[config.mk]
export PLATFORM = sky130hd
export DESIGN_NAME = acc_core_p
export DESIGN_NICKNAME = d
export VERILOG_FILES = /design/src/rtl/acc_core_p.sv
export SDC_FILE = /design/constraint.sdc
export NUM_CORES = 1
export LEC_CHECK = 0
export CORE_ASPECT_RATIO = 0.8
export CORE_UTILIZATION = 60
export CTS_CLUSTER_DIAMETER = 80
export DETAILED_ROUTE_END_ITERATION = 7
export PLACE_DENSITY = 0.89
export SETUP_SLACK_MARGIN = 0.1
export SYNTH_ARGS = -nofsm -noshare
export SYNTH_HDL_FRONTEND = slang
export SYNTH_SLANG_ARGS = --single-unit
[constraint.sdc]
create_clock -name clk -period 4.15 [get_ports clk]
set_input_delay 0.6225 -clock clk [delete_from_list [all_inputs] [get_ports clk]]
set_output_delay 0.6225 -clock clk [all_outputs]
set_load 0.1 [all_outputs]
[src/rtl/acc_core_p.sv]
// Parametrised multi-cycle accumulator core: start/done run control, carry flag,
// PC-relative branches and a req/ack data-memory port of arbitrary latency.
module acc_core_p #(
  parameter int unsigned DW  = 8,
  parameter int unsigned RAW = 4,
  parameter int unsigned PCW = 9
) (
  input  logic           clk,
  input  logic           reset,
  input  logic           start,
  output logic           done,
  output logic [PCW-1:0] imem_addr,
  input  logic [RAW+4:0] imem_data,
  output logic           dmem_req,
  output logic           dmem_we,
  output logic [DW-1:0]  dmem_addr,
  output logic [DW-1:0]  dmem_wdata,
  input  logic [DW-1:0]  dmem_rdata,
  input  logic           dmem_ack
);

  localparam int unsigned IW   = RAW + 5;
  localparam int unsigned NREG = 1 << RAW;

  typedef enum logic [1:0] {
    S_IDLE,
    S_RUN,
    S_WAIT,
    S_HALTED
  } state_e;

  typedef enum logic [3:0] {
    OP_ADD   = 4'h0,
    OP_SUB   = 4'h1,
    OP_AND   = 4'h2,
    OP_OR    = 4'h3,
    OP_XOR   = 4'h4,
    OP_SHL   = 4'h5,
    OP_SHR   = 4'h6,
    OP_LDI   = 4'h7,
    OP_MOV   = 4'h8,
    OP_BZ    = 4'h9,
    OP_BNZ   = 4'hA,
    OP_LD    = 4'hB,
    OP_ST    = 4'hC,
    OP_JMP   = 4'hD,
    OP_HALT  = 4'hE,
    OP_CARRY = 4'hF
  } op_e;

  state_e         state_q, state_d;
  logic [PCW-1:0] pc_q, pc_d;
  logic [DW-1:0]  acc_q, acc_d;
  logic           carry_q, carry_d;
  logic [DW-1:0]  r_q [NREG];
  logic [DW-1:0]  r_d [NREG];
  logic           req_q, req_d;
  logic           we_q, we_d;
  logic [DW-1:0]  addr_q, addr_d;
  logic [DW-1:0]  wdata_q, wdata_d;

  op_e            op;
  logic           flag;
  logic [RAW-1:0] rs;
  logic [RAW:0]   imm;
  logic [DW-1:0]  rv;
  logic [DW:0]    sum;
  logic [PCW-1:0] pc_inc;
  logic [PCW-1:0] br_tgt;

  assign op     = op_e'(imem_data[IW-1:IW-4]);
  assign flag   = imem_data[RAW];
  assign rs     = imem_data[RAW-1:0];
  assign imm    = imem_data[RAW:0];
  assign rv     = r_q[rs];
  assign pc_inc = pc_q + PCW'(1);
  // imm is a signed offset; the sized cast sign-extends before the modulo-2^PCW add
  assign br_tgt = pc_q + PCW'($signed(imm));

  always_comb begin
    state_d = state_q;
    pc_d    = pc_q;
    acc_d   = acc_q;
    carry_d = carry_q;
    r_d     = r_q;
    req_d   = req_q;
    we_d    = we_q;
    addr_d  = addr_q;
    wdata_d = wdata_q;
    sum     = '0;

    unique case (state_q)
      S_IDLE: begin
        if (start) state_d = S_RUN;
      end
      S_RUN: begin
        pc_d = pc_inc;
        unique case (op)
          OP_ADD: begin
            sum     = {1'b0, acc_q} + {1'b0, rv} + (DW+1)'(flag & carry_q);
            acc_d   = sum[DW-1:0];
            carry_d = sum[DW];
          end
          OP_SUB: begin
            acc_d   = acc_q - rv;
            carry_d = (acc_q >= rv);
          end
          OP_AND: acc_d = acc_q & rv;
          OP_OR:  acc_d = acc_q | rv;
          OP_XOR: acc_d = acc_q ^ rv;
          OP_SHL: begin
            carry_d = acc_q[DW-1];
            acc_d   = {acc_q[DW-2:0], flag & carry_q};
          end
          OP_SHR: begin
            carry_d = acc_q[0];
            acc_d   = {flag & carry_q, acc_q[DW-1:1]};
          end
          OP_LDI: acc_d = DW'(imm);
          OP_MOV: begin
            if (flag) acc_d = rv;
            else      r_d[rs] = acc_q;
          end
          OP_BZ:  pc_d = (acc_q == '0) ? br_tgt : pc_inc;
          OP_BNZ: pc_d = (acc_q != '0) ? br_tgt : pc_inc;
          OP_LD, OP_ST: begin
            // pc holds until the ack so a stalled access never skips ahead
            pc_d    = pc_q;
            req_d   = 1'b1;
            we_d    = (op == OP_ST);
            addr_d  = rv;
            wdata_d = acc_q;
            state_d = S_WAIT;
          end
          OP_JMP: pc_d = br_tgt;
          OP_HALT: begin
            pc_d    = pc_q;
            state_d = S_HALTED;
          end
          OP_CARRY: carry_d = flag;
          default: ;
        endcase
      end
      S_WAIT: begin
        if (dmem_ack) begin
          req_d   = 1'b0;
          pc_d    = pc_inc;
          state_d = S_RUN;
          if (!we_q) acc_d = dmem_rdata;
        end
      end
      S_HALTED: ;
      default: state_d = S_IDLE;
    endcase
  end

  always_ff @(posedge clk or negedge reset) begin
    if (!reset) begin
      state_q <= S_IDLE;
      pc_q    <= '0;
      acc_q   <= '0;
      carry_q <= 1'b0;
      req_q   <= 1'b0;
      we_q    <= 1'b0;
      addr_q  <= '0;
      wdata_q <= '0;
      for (int unsigned i = 0; i < NREG; i++) r_q[i] <= '0;
    end else begin
      state_q <= state_d;
      pc_q    <= pc_d;
      acc_q   <= acc_d;
      carry_q <= carry_d;
      req_q   <= req_d;
      we_q    <= we_d;
      addr_q  <= addr_d;
      wdata_q <= wdata_d;
      for (int unsigned i = 0; i < NREG; i++) r_q[i] <= r_d[i];
    end
  end

  assign done       = (state_q == S_HALTED);
  assign imem_addr  = pc_q;
  assign dmem_req   = req_q;
  assign dmem_we    = we_q;
  assign dmem_addr  = addr_q;
  assign dmem_wdata = wdata_q;

endmodule

==> flow_metrics.py, run 1 <==
metrics = {
    "floorplan": {
        "ios": 49,
        "die_area_sq_um": 16590,
        "row_count": 41,
        "die_x_microns": 143.7,
        "die_h_microns": 115.4,
        "start_util": 0.6124,
        "core_sq_um": 15750,
    },
    "final_layout": {
        "finalNetCount": 1017,
        "seqCellArea_sq_um": 4154,
        "area_growth_pct": 15.19,
        "final_cells": 1181,
        "drive_gt1_frac": 0.2391,
        "multiInputGateArea_sq_um": 5127,
        "fin_util": 0.7054,
        "n_fill_cell": 1085,
        "n_antenna_cell": 0,
    },
    "yosys": {
        "synth_async_sr_flop_share": 1.000,
        "yosysSeqAreaShare": 0.4307,
        "synth.most_common_cell": "dfrtp_1",
        "synth_area_leader_cell": "dfrtp_1",
        "synth-seq-cells": 166,
        "ys.warnings.count": 0,
        "postSynthCellCount": 892,
        "synth_cell_types": 69,
        "synth_common_cells": "dfrtp_1, nand2_1, mux2_2",
        "synth_area_sq_um": 9644,
        "synth-edff-count": 0,
        "dominantRegCellSynth": "dfrtp_1",
        "syn_nets": 956,
        "ys_top_cells_by_area": "dfrtp_1, mux2_2, mux4_2",
        "avgSynthCellArea_sq_um": 10.81,
        "synth_top_area_frac": 0.4307,
    },
    "place": {
        "dp_hpwl_microns": 18710,
        "port_buffers": 48,
        "dp.cells": 1149,
        "gp_congestion": 0.9577,
    },
    "routing": {
        "viasPerCell": 6.610,
        "drt-initial-drc-count": 996,
        "postRouteAntennaNets": 0,
        "drc": 0,
        "wl_per_cell_microns": 22.98,
        "drt_wl_total_microns": 27130,
        "vias": 7807,
        "drt_pass1_iterations": 5,
    },
    "timing": {
        "slew_headroom": 0.3016,
        "rsz0062_at_grt": "no",
        "timing.hold.ws_ns": 0.2583,
        "min_period_ns": 3.808,
        "timing.final.crit_share": 0.9176,
        "maxSlewViolCount": 0,
        "fin_tns_setup_ns": 0,
        "hold_viol_final": 0,
        "max_freq_ghz": 0.2626,
        "finalSetupViolations": 0,
        "worst_pin_slew_ns": 1.042,
        "skew_ns": 0.01294,
    },
    "pwr": {
        "p_comb_frac": 0.435,
        "clockPowerShare": 0.243,
        "power.ir.vdd_worst_mv": 0.7705,
        "p_sw_frac": 0.4557,
        "power_density_nw_per_um2": 574.1,
        "power_w": 0.006378,
        "p_sw_w": 0.002906,
        "p_leak_nw": 5.009,
        "p_int_w": 0.003472,
        "seqPwrFrac": 0.322,
    },
    "global_routing": {
        "antenna_found_initial": 0,
        "overflow": 0,
        "grt_pass1_wl_microns": 42660,
        "grt_pass1_vias": 7633,
        "grt_max_degree": 98,
        "track_usage": 0.3533,
    },
    "clock_network": {
        "hold_buffers": 0,
        "clkSlewWorstSetupHoldPaths_ns": 0.08,
        "clockBufferDepth": 2,
        "post-cts-setup-buffers": 0,
        "cts_tree": "yes",
        "cts_made_buffers": 17,
        "cts_sinks": 166,
        "insertion_delay_ns": 0.44,
        "cts_resized": 0,
        "htreeDepth": 4,
        "clockRootBuffer": "clkbuf_16",
    },
    "worst_setup_path": {
        "path_cells": "clkdlybuf4s50_1 > buf_4 > buf_12 > mux4_2 > a22o_1 > a221oi_1 > buf_4 > inv_1 > ha_1 > nand3b_1 > a211oi_1 > a2111oi_0 > o21ai_0 > a211oi_1 > a211oi_1",
        "setup.worst_path.end_class": "flip-flop",
        "path_buf_inv": 5,
        "critPathTopFamily": "compound AO/OA/AOI/OAI gates",
        "cpPeakStageDelay_ns": 0.46,
        "crit_path_frequent_cell": "a211oi_1",
        "cp-start-kind": "input pin",
        "cp.required_ns": 4.46,
        "slowest_stage": "clkdlybuf4s50_1",
        "critPathKind": "in2reg",
        "cp_max_fo": 14,
        "cp.arrival_ns": 4.11,
    },
    "min_path": {
        "hp-class": "in2async",
    },
    "run": {
        "drv_cap": 0,
    },
    "status": {
        "status": "complete, no violations",
    },
}
## state kept, by name, indices dropped and copies added, names as in the netlist
register and flops:
dmem_wdata 8, imem_addr 9, carry_q 1, state_q 2, r_q 128, dmem_we 1
acc_q 8, dmem_req 1, dmem_addr 8
## cells by family after synthesis
| family | synth area share |
|---|---|
| mux | 0.2090 |
| xor+xnor | 0.01090 |
| compound gates | 0.1356 |
| fa+ha+maj | 0.05890 |
| simple gates | 0.1173 |
| buf+inv | 0.03762 |
| flops | 0.4307 |
## cell type report
class / instances / area share
clock inverters: 14 / 0.01228
inverters: 37 / 0.01250
multi-input cells: 639 / 0.4615
clock buffers: 18 / 0.03953
well taps: 215 / 0.02421
flip-flops and latches: 166 / 0.3739
repair buffers: 92 / 0.07602
## stage by stage
stage	instance area, sq um	setup WS, ns
CTS	11110	0.4538
global route	11110	0.1649
finish	11110	0.3418
global placement	10530	0.04672
detailed placement	10530	-0.004086
floorplan	9644	0.3690
## final timing paths
kind / slack [ns] / startpoint / depth (start not counted) / endpoint
setup / recovery: 0.34 / imem_data[1] / 15 / acc_q[4]$_DFFE_PN0P_
hold / removal: 0.26 / reset / 1 / imem_addr[8]$_DFFE_PN0P_
setup reg to reg: 0.74 / r_q[32]$_DFFE_PN0P_ / 10 / acc_q[6]$_DFFE_PN0P_
hold reg to reg: 0.48 / r_q[79]$_DFFE_PN0P_ / 2 / r_q[79]$_DFFE_PN0P_
max in group asynchronous: 3.01 / reset / 2 / r_q[12]$_DFFE_PN0P_
min in group clk: 0.48 / r_q[79]$_DFFE_PN0P_ / 2 / r_q[79]$_DFFE_PN0P_
## cell usage in the layout, fill, tap and decap left out, types with 9 or more instances in the layout
cell type / n
a211oi_1: 11
a21oi_1: 31
buf_4: 41
clkbuf_16: 17
clkdlybuf4s50_1: 46
dfrtp_1: 166
ha_1: 39
inv_1: 35
mux2_2: 89
mux2i_1: 18
mux4_2: 37
nand2_1: 93
nand3_1: 15
nor2_1: 34
nor2b_1: 14
nor3_1: 13
o21ai_0: 88
o22ai_1: 11
xnor2_1: 9
## routing by layer
layer	GRT usage	vias to the layer above	part of all wire
li1	-	3385	-
met1	0.5020	3817	0.42
met2	0.5104	514	0.43
met3	0.1054	91	0.12
met4	0.1418	0	0.034
met5	0	-	0
## power by group through the flow
stage / clock (W) / combinational, W / sequential, W
finish: 0.00155 / 0.00277 / 0.00205
global route: 0.00161 / 0.00294 / 0.00207
CTS: 0.00155 / 0.00272 / 0.00204
detailed placement: 0 / 0.00269 / 0.00207
global placement: 0 / 0.00264 / 0.00206
floorplan: 0 / 0.00129 / 0.00262
Note: power is estimated with default switching activity, not from simulation.
==> run 2, diff against run 1 <==
- CTS_BUF_LIST: not set -> sky130_fd_sc_hd__clkbuf_8
==> run 2 against run 1 <==
  * Critical path depth unchanged
  * Setup slack improved by 0.019 ns
  * Routed wire length decreased by 1.7%
  * Register-to-register slack about the same
  * Utilization decreased by 1.2 points
  * Largest cell class unchanged
  * Fmax increased by 0.49%
  * Cell count unchanged
==> flow_metrics.py, run 2 (same netlist as run 1, synthesis figures left out) <==
metrics = {
    "clock_network": {
        "cts_tree": "yes",
        "post-cts-setup-buffers": 0,
        "insertion_delay_ns": 0.48,
        "cts_sinks": 166,
        "hold_buffers": 0,
        "cts_made_buffers": 17,
        "clkSlewWorstSetupHoldPaths_ns": 0.10,
        "cts_resized": 0,
        "clockBufferDepth": 2,
        "htreeDepth": 4,
        "clockRootBuffer": "clkbuf_8",
    },
    "timing": {
        "maxSlewViolCount": 0,
        "timing.final.crit_share": 0.9132,
        "timing.hold.ws_ns": 0.2238,
        "final.setup.worst_slack_ns": 0.3604,
        "min_period_ns": 3.790,
        "finalSetupViolations": 0,
        "hold_viol_final": 0,
        "slew_headroom": 0.3353,
        "worst_pin_slew_ns": 0.9917,
        "rsz0062_at_grt": "no",
        "skew_ns": 0.01677,
        "max_freq_ghz": 0.2639,
    },
    "worst_setup_path": {
        "rr_startpoint": "r_q[32]$_DFFE_PN0P_",
        "cp.arrival_ns": 4.13,
        "setup.worst_path.end_class": "flip-flop",
        "cp-startpoint": "imem_data[1]",
        "cpPeakStageDelay_ns": 0.47,
        "cp.required_ns": 4.50,
        "cp-start-kind": "input pin",
        "critPathTopFamily": "compound AO/OA/AOI/OAI gates",
        "path_buf_inv": 6,
        "cp_max_fo": 14,
        "path_cells": "clkdlybuf4s50_1 > buf_4 > buf_12 > buf_4 > mux4_2 > a221oi_1 > buf_4 > inv_1 > ha_1 > nand3b_1 > a211oi_1 > a2111oi_0 > o21ai_0 > a211oi_1 > a211oi_1",
        "critPathKind": "in2reg",
        "slowest_stage": "a2111oi_0",
    },
    "pwr": {
        "power_density_nw_per_um2": 545.9,
        "power.ir.vdd_worst_mv": 0.6980,
        "p_leak_nw": 4.922,
        "p_sw_frac": 0.4770,
        "p_comb_frac": 0.466,
        "p_int_w": 0.003117,
        "seqPwrFrac": 0.344,
        "clockPowerShare": 0.190,
        "p_sw_w": 0.002843,
    },
    "place": {
        "gp_congestion": 0.9577,
        "port_buffers": 48,
        "dp_hpwl_microns": 18710,
        "place_ws_ns": -0.004086,
        "placed_area_sq_um": 10530,
    },
    "final_layout": {
        "fin_area_sq_um": 10920,
        "top_register": "r_q",
        "drive_gt1_frac": 0.2391,
        "area_growth_pct": 13.21,
        "fin_util": 0.6933,
        "largest_reg_flops": 128,
        "n_antenna_cell": 0,
        "n_fill_cell": 1127,
        "finalNetCount": 1017,
        "layout_common_cells": "dfrtp_1, nand2_1, mux2_2, o21ai_0, clkdlybuf4s50_1",
        "layout.cells.most_common": "dfrtp_1",
    },
    "floorplan": {
        "ios": 49,
        "die_area_sq_um": 16590,
        "die_h_microns": 115.4,
        "row_count": 41,
        "die_x_microns": 143.7,
        "core_sq_um": 15750,
        "start_util": 0.6124,
    },
    "routing": {
        "drt_pass1_iterations": 5,
        "drt-initial-drc-count": 839,
        "postRouteAntennaNets": 0,
        "drc": 0,
        "vias": 7793,
        "viasPerCell": 6.599,
        "wl_per_cell_microns": 22.59,
        "drt_wl_total_microns": 26680,
    },
    "global_routing": {
        "grt_pass1_vias": 7569,
        "grt_pass1_wl_microns": 41990,
        "grt_max_degree": 98,
        "overflow": 0,
        "antenna_found_initial": 0,
        "track_usage": 0.3466,
    },
    "run": {
        "drv_cap": 0,
    },
    "min_path": {
        "hp-class": "in2async",
    },
    "status": {
        "status": "complete, no violations",
    },
}
run 2: cell counts in the layout (fill, tap and decap cells not counted):
Identical to the previous run, type by type.
run 2: area by class of cell:
class	instances	area (sq um)	share of cell area
well taps	215	269.0	0.02464
inverters	37	138.9	0.01272
repair buffers	92	844.6	0.07735
clock inverters	14	136.4	0.01249
flip-flops and latches	166	4154	0.3805
multi-input cells	639	5127	0.4696
clock buffers	18	247.7	0.02269
run 2: worst reg2reg max path, stage by stage, from the launching register on:
cell and delay [ns]:
dfrtp_1 0.39, mux4_2 0.47, mux4_2 0.51, ha_1 0.25
fa_1 0.44, or2_2 0.32, a211oi_1 0.28, mux2i_1 0.25
a21oi_1 0.09, a211oi_1 0.17, o21ai_0 0.11
run 2: worst paths after layout:
kind | endpoint | slack, ns | cells past startpoint
setup / recovery | acc_q[4]$_DFFE_PN0P_ | 0.36 | 15
hold / removal | imem_addr[8]$_DFFE_PN0P_ | 0.22 | 1
setup reg to reg | acc_q[6]$_DFFE_PN0P_ | 0.75 | 10
hold reg to reg | r_q[76]$_DFFE_PN0P_ | 0.49 | 2
max in group asynchronous | r_q[11]$_DFFE_PN0P_ | 3.04 | 2
min in group clk | r_q[76]$_DFFE_PN0P_ | 0.49 | 2
run 2: power groups by stage:
stage / sequential, W / clock, W / combinational, W
5_1_grt: 0.00207 / 0.00120 / 0.00294
2_1_floorplan: 0.00262 / 0 / 0.00129
3_5_place_dp: 0.00207 / 0 / 0.00269
3_3_place_gp: 0.00206 / 0 / 0.00264
6_report: 0.00205 / 0.00113 / 0.00278
4_1_cts: 0.00204 / 0.00114 / 0.00272
run 2: metrics by stage:
step | TNS (ns) | instances | total power [W]
final | 0 | 1181 | 0.005960
after global routing | 0 | 1181 | 0.006207
after CTS | 0 | 1181 | 0.005891
after detailed placement | -0.004086 | 1149 | 0.004757
after global placement | 0 | 1149 | 0.004698
after floorplan | 0 | 892 | 0.003913
run 2: per-layer routing:
metal | up-vias | GRT usage | share of wire
met4 | 0 | 0.1220 | 0.025
met3 | 79 | 0.1229 | 0.12
met5 | - | 0 | 0
met1 | 3835 | 0.4944 | 0.43
met2 | 497 | 0.4909 | 0.43
li1 | 3382 | - | -
==> run 3, diff against run 2 <==
- CTS_CLUSTER_SIZE: not set -> 25
- PLACE_DENSITY: 0.89 -> 0.81
==> run 3 against run 2 <==
  * Critical path type unchanged
  * Total power rose by 1.1%
  * Largest cell class unchanged
  * Critical path depth down 2
  * Routed wire length decreased by 1.7%
  * Global-route usage decreased by 0.22 points
==> flow_metrics.py, run 3 (same netlist as run 1, synthesis figures left out) <==
metrics = {
    "pwr": {
        "power.ir.vdd_worst_mv": 0.8566,
        "power_density_nw_per_um2": 552.2,
        "p_leak_nw": 4.944,
    },
    "floorplan": {
        "die_x_microns": 143.7,
        "die_area_sq_um": 16590,
        "start_util": 0.6124,
        "die_h_microns": 115.4,
        "core_sq_um": 15750,
        "row_count": 41,
        "ios": 49,
    },
    "routing": {
        "drc": 0,
        "drt_wl_total_microns": 26220,
        "vias": 7531,
        "postRouteAntennaNets": 0,
        "wl_per_cell_microns": 22.29,
        "drt_pass1_iterations": 7,
        "viasPerCell": 6.404,
        "drt-initial-drc-count": 746,
    },
    "final_layout": {
        "top_register": "r_q",
        "area_growth_pct": 13.17,
        "layout.cells.most_common": "dfrtp_1",
        "n_antenna_cell": 0,
        "layout_common_cells": "dfrtp_1, nand2_1, mux2_2, o21ai_0, clkdlybuf4s50_1",
        "drive_gt1_frac": 0.2331,
        "finalNetCount": 1014,
        "largest_reg_flops": 128,
    },
    "worst_setup_path": {
        "cp.arrival_ns": 4.10,
        "cp-start-kind": "input pin",
        "setup.worst_path.end_class": "flip-flop",
        "cp_max_fo": 22,
        "slowest_stage": "mux4_2",
        "critPathTopFamily": "compound AO/OA/AOI/OAI gates",
        "path_cells": "clkdlybuf4s50_1 > buf_4 > buf_12 > mux4_2 > mux4_2 > buf_4 > fa_1 > a211oi_1 > o21bai_1 > a21oi_1 > xnor2_1 > o21ai_0 > o21ai_0",
        "cpPeakStageDelay_ns": 0.56,
        "ff2ff_setup_slack_ns": 0.72,
        "path_buf_inv": 4,
        "critPathKind": "in2reg",
        "cp.required_ns": 4.55,
    },
    "clock_network": {
        "cts_sinks": 166,
        "insertion_delay_ns": 0.48,
        "cts_made_buffers": 17,
        "hold_buffers": 0,
        "clockRootBuffer": "clkbuf_8",
        "clockBufferDepth": 2,
        "clkSlewWorstSetupHoldPaths_ns": 0.10,
        "htreeDepth": 4,
        "cts_resized": 0,
        "cts_tree": "yes",
        "post-cts-setup-buffers": 0,
    },
    "global_routing": {
        "grt_pass1_wl_microns": 41950,
        "grt_max_degree": 88,
        "grt_use_met1": 0.4975,
        "grt_pass1_vias": 7487,
        "grtUsageMet3": 0.1200,
        "antenna_found_initial": 0,
        "track_usage": 0.3444,
        "use_met2": 0.5036,
        "busiest_layer": "met2",
        "overflow": 0,
    },
    "timing": {
        "timing.final.crit_share": 0.8897,
        "rsz0062_at_grt": "no",
        "min_period_ns": 3.692,
        "finalSetupViolations": 0,
        "final.setup.worst_slack_ns": 0.4578,
        "worst_pin_slew_ns": 0.9800,
        "fin_tns_setup_ns": 0,
        "hold_viol_final": 0,
        "maxSlewViolCount": 0,
        "skew_ns": 0.02019,
        "max_freq_ghz": 0.2708,
        "slew_headroom": 0.3446,
    },
    "place": {
        "port_buffers": 48,
        "place_ws_ns": 0.02801,
        "gp_congestion": 0.9212,
        "dp_hpwl_microns": 18290,
    },
    "status": {
        "status": "complete, no violations",
    },
    "run": {
        "drv_cap": 0,
    },
    "min_path": {
        "hp-class": "in2async",
    },
}
-- run 3: power breakdown --
part | switching [W] | leakage (nW) | internal, W
combinational | 0.00176 | 2.48 | 0.000836
clock | 0.000622 | 0.219 | 0.000649
sequential | 0.000360 | 2.24 | 0.00180
total | 0.00274 | 4.94 | 0.00328
-- run 3: final cells by class --
type | count | area, sq um
multi-input combinational | 639 | 5127
fill | 1223 | 4835
sequential | 166 | 4154
timing repair buffer | 89 | 809.5
tap | 215 | 269.0
clock buffer | 17 | 234.0
clock inverter | 13 | 181.4
inverter | 37 | 138.9
-- run 3: through the flow --
| stage | util | hold slack, ns | power, W | instance area [sq um] | instances |
|---|---|---|---|---|---|
| floorplan | - | 0.3269 | 0.003913 | 9644 | 892 |
| global placement | 0.6666 | 0.4565 | 0.004660 | 10500 | 1146 |
| detailed placement | 0.6666 | 0.4662 | 0.004713 | 10500 | 1146 |
| CTS | 0.6930 | 0.2174 | 0.005986 | 10910 | 1176 |
| global route | 0.6930 | 0.2490 | 0.006315 | 10910 | 1176 |
| finish | 0.6930 | 0.1810 | 0.006027 | 10910 | 1176 |
-- run 3: metal layers --
metal  wire length (microns)  up-vias
met5                       0        -
met4                     350        0
met3                    2670       35
met2                   11410      367
met1                   11780     3763
li1                        -     3366
-- run 3: final timing paths --
check | cells past startpoint | endpoint | start
worst max-delay path | 13 | acc_q[6]$_DFFE_PN0P_ | imem_data[1]
max in group asynchronous | 2 | r_q[57]$_DFFE_PN0P_ | reset
min in group clk | 2 | r_q[75]$_DFFE_PN0P_ | r_q[75]$_DFFE_PN0P_
worst min register to register | 2 | r_q[75]$_DFFE_PN0P_ | r_q[75]$_DFFE_PN0P_
worst max register to register | 12 | acc_q[6]$_DFFE_PN0P_ | r_q[8]$_DFFE_PN0P_
worst min-delay path | 1 | imem_addr[8]$_DFFE_PN0P_ | reset
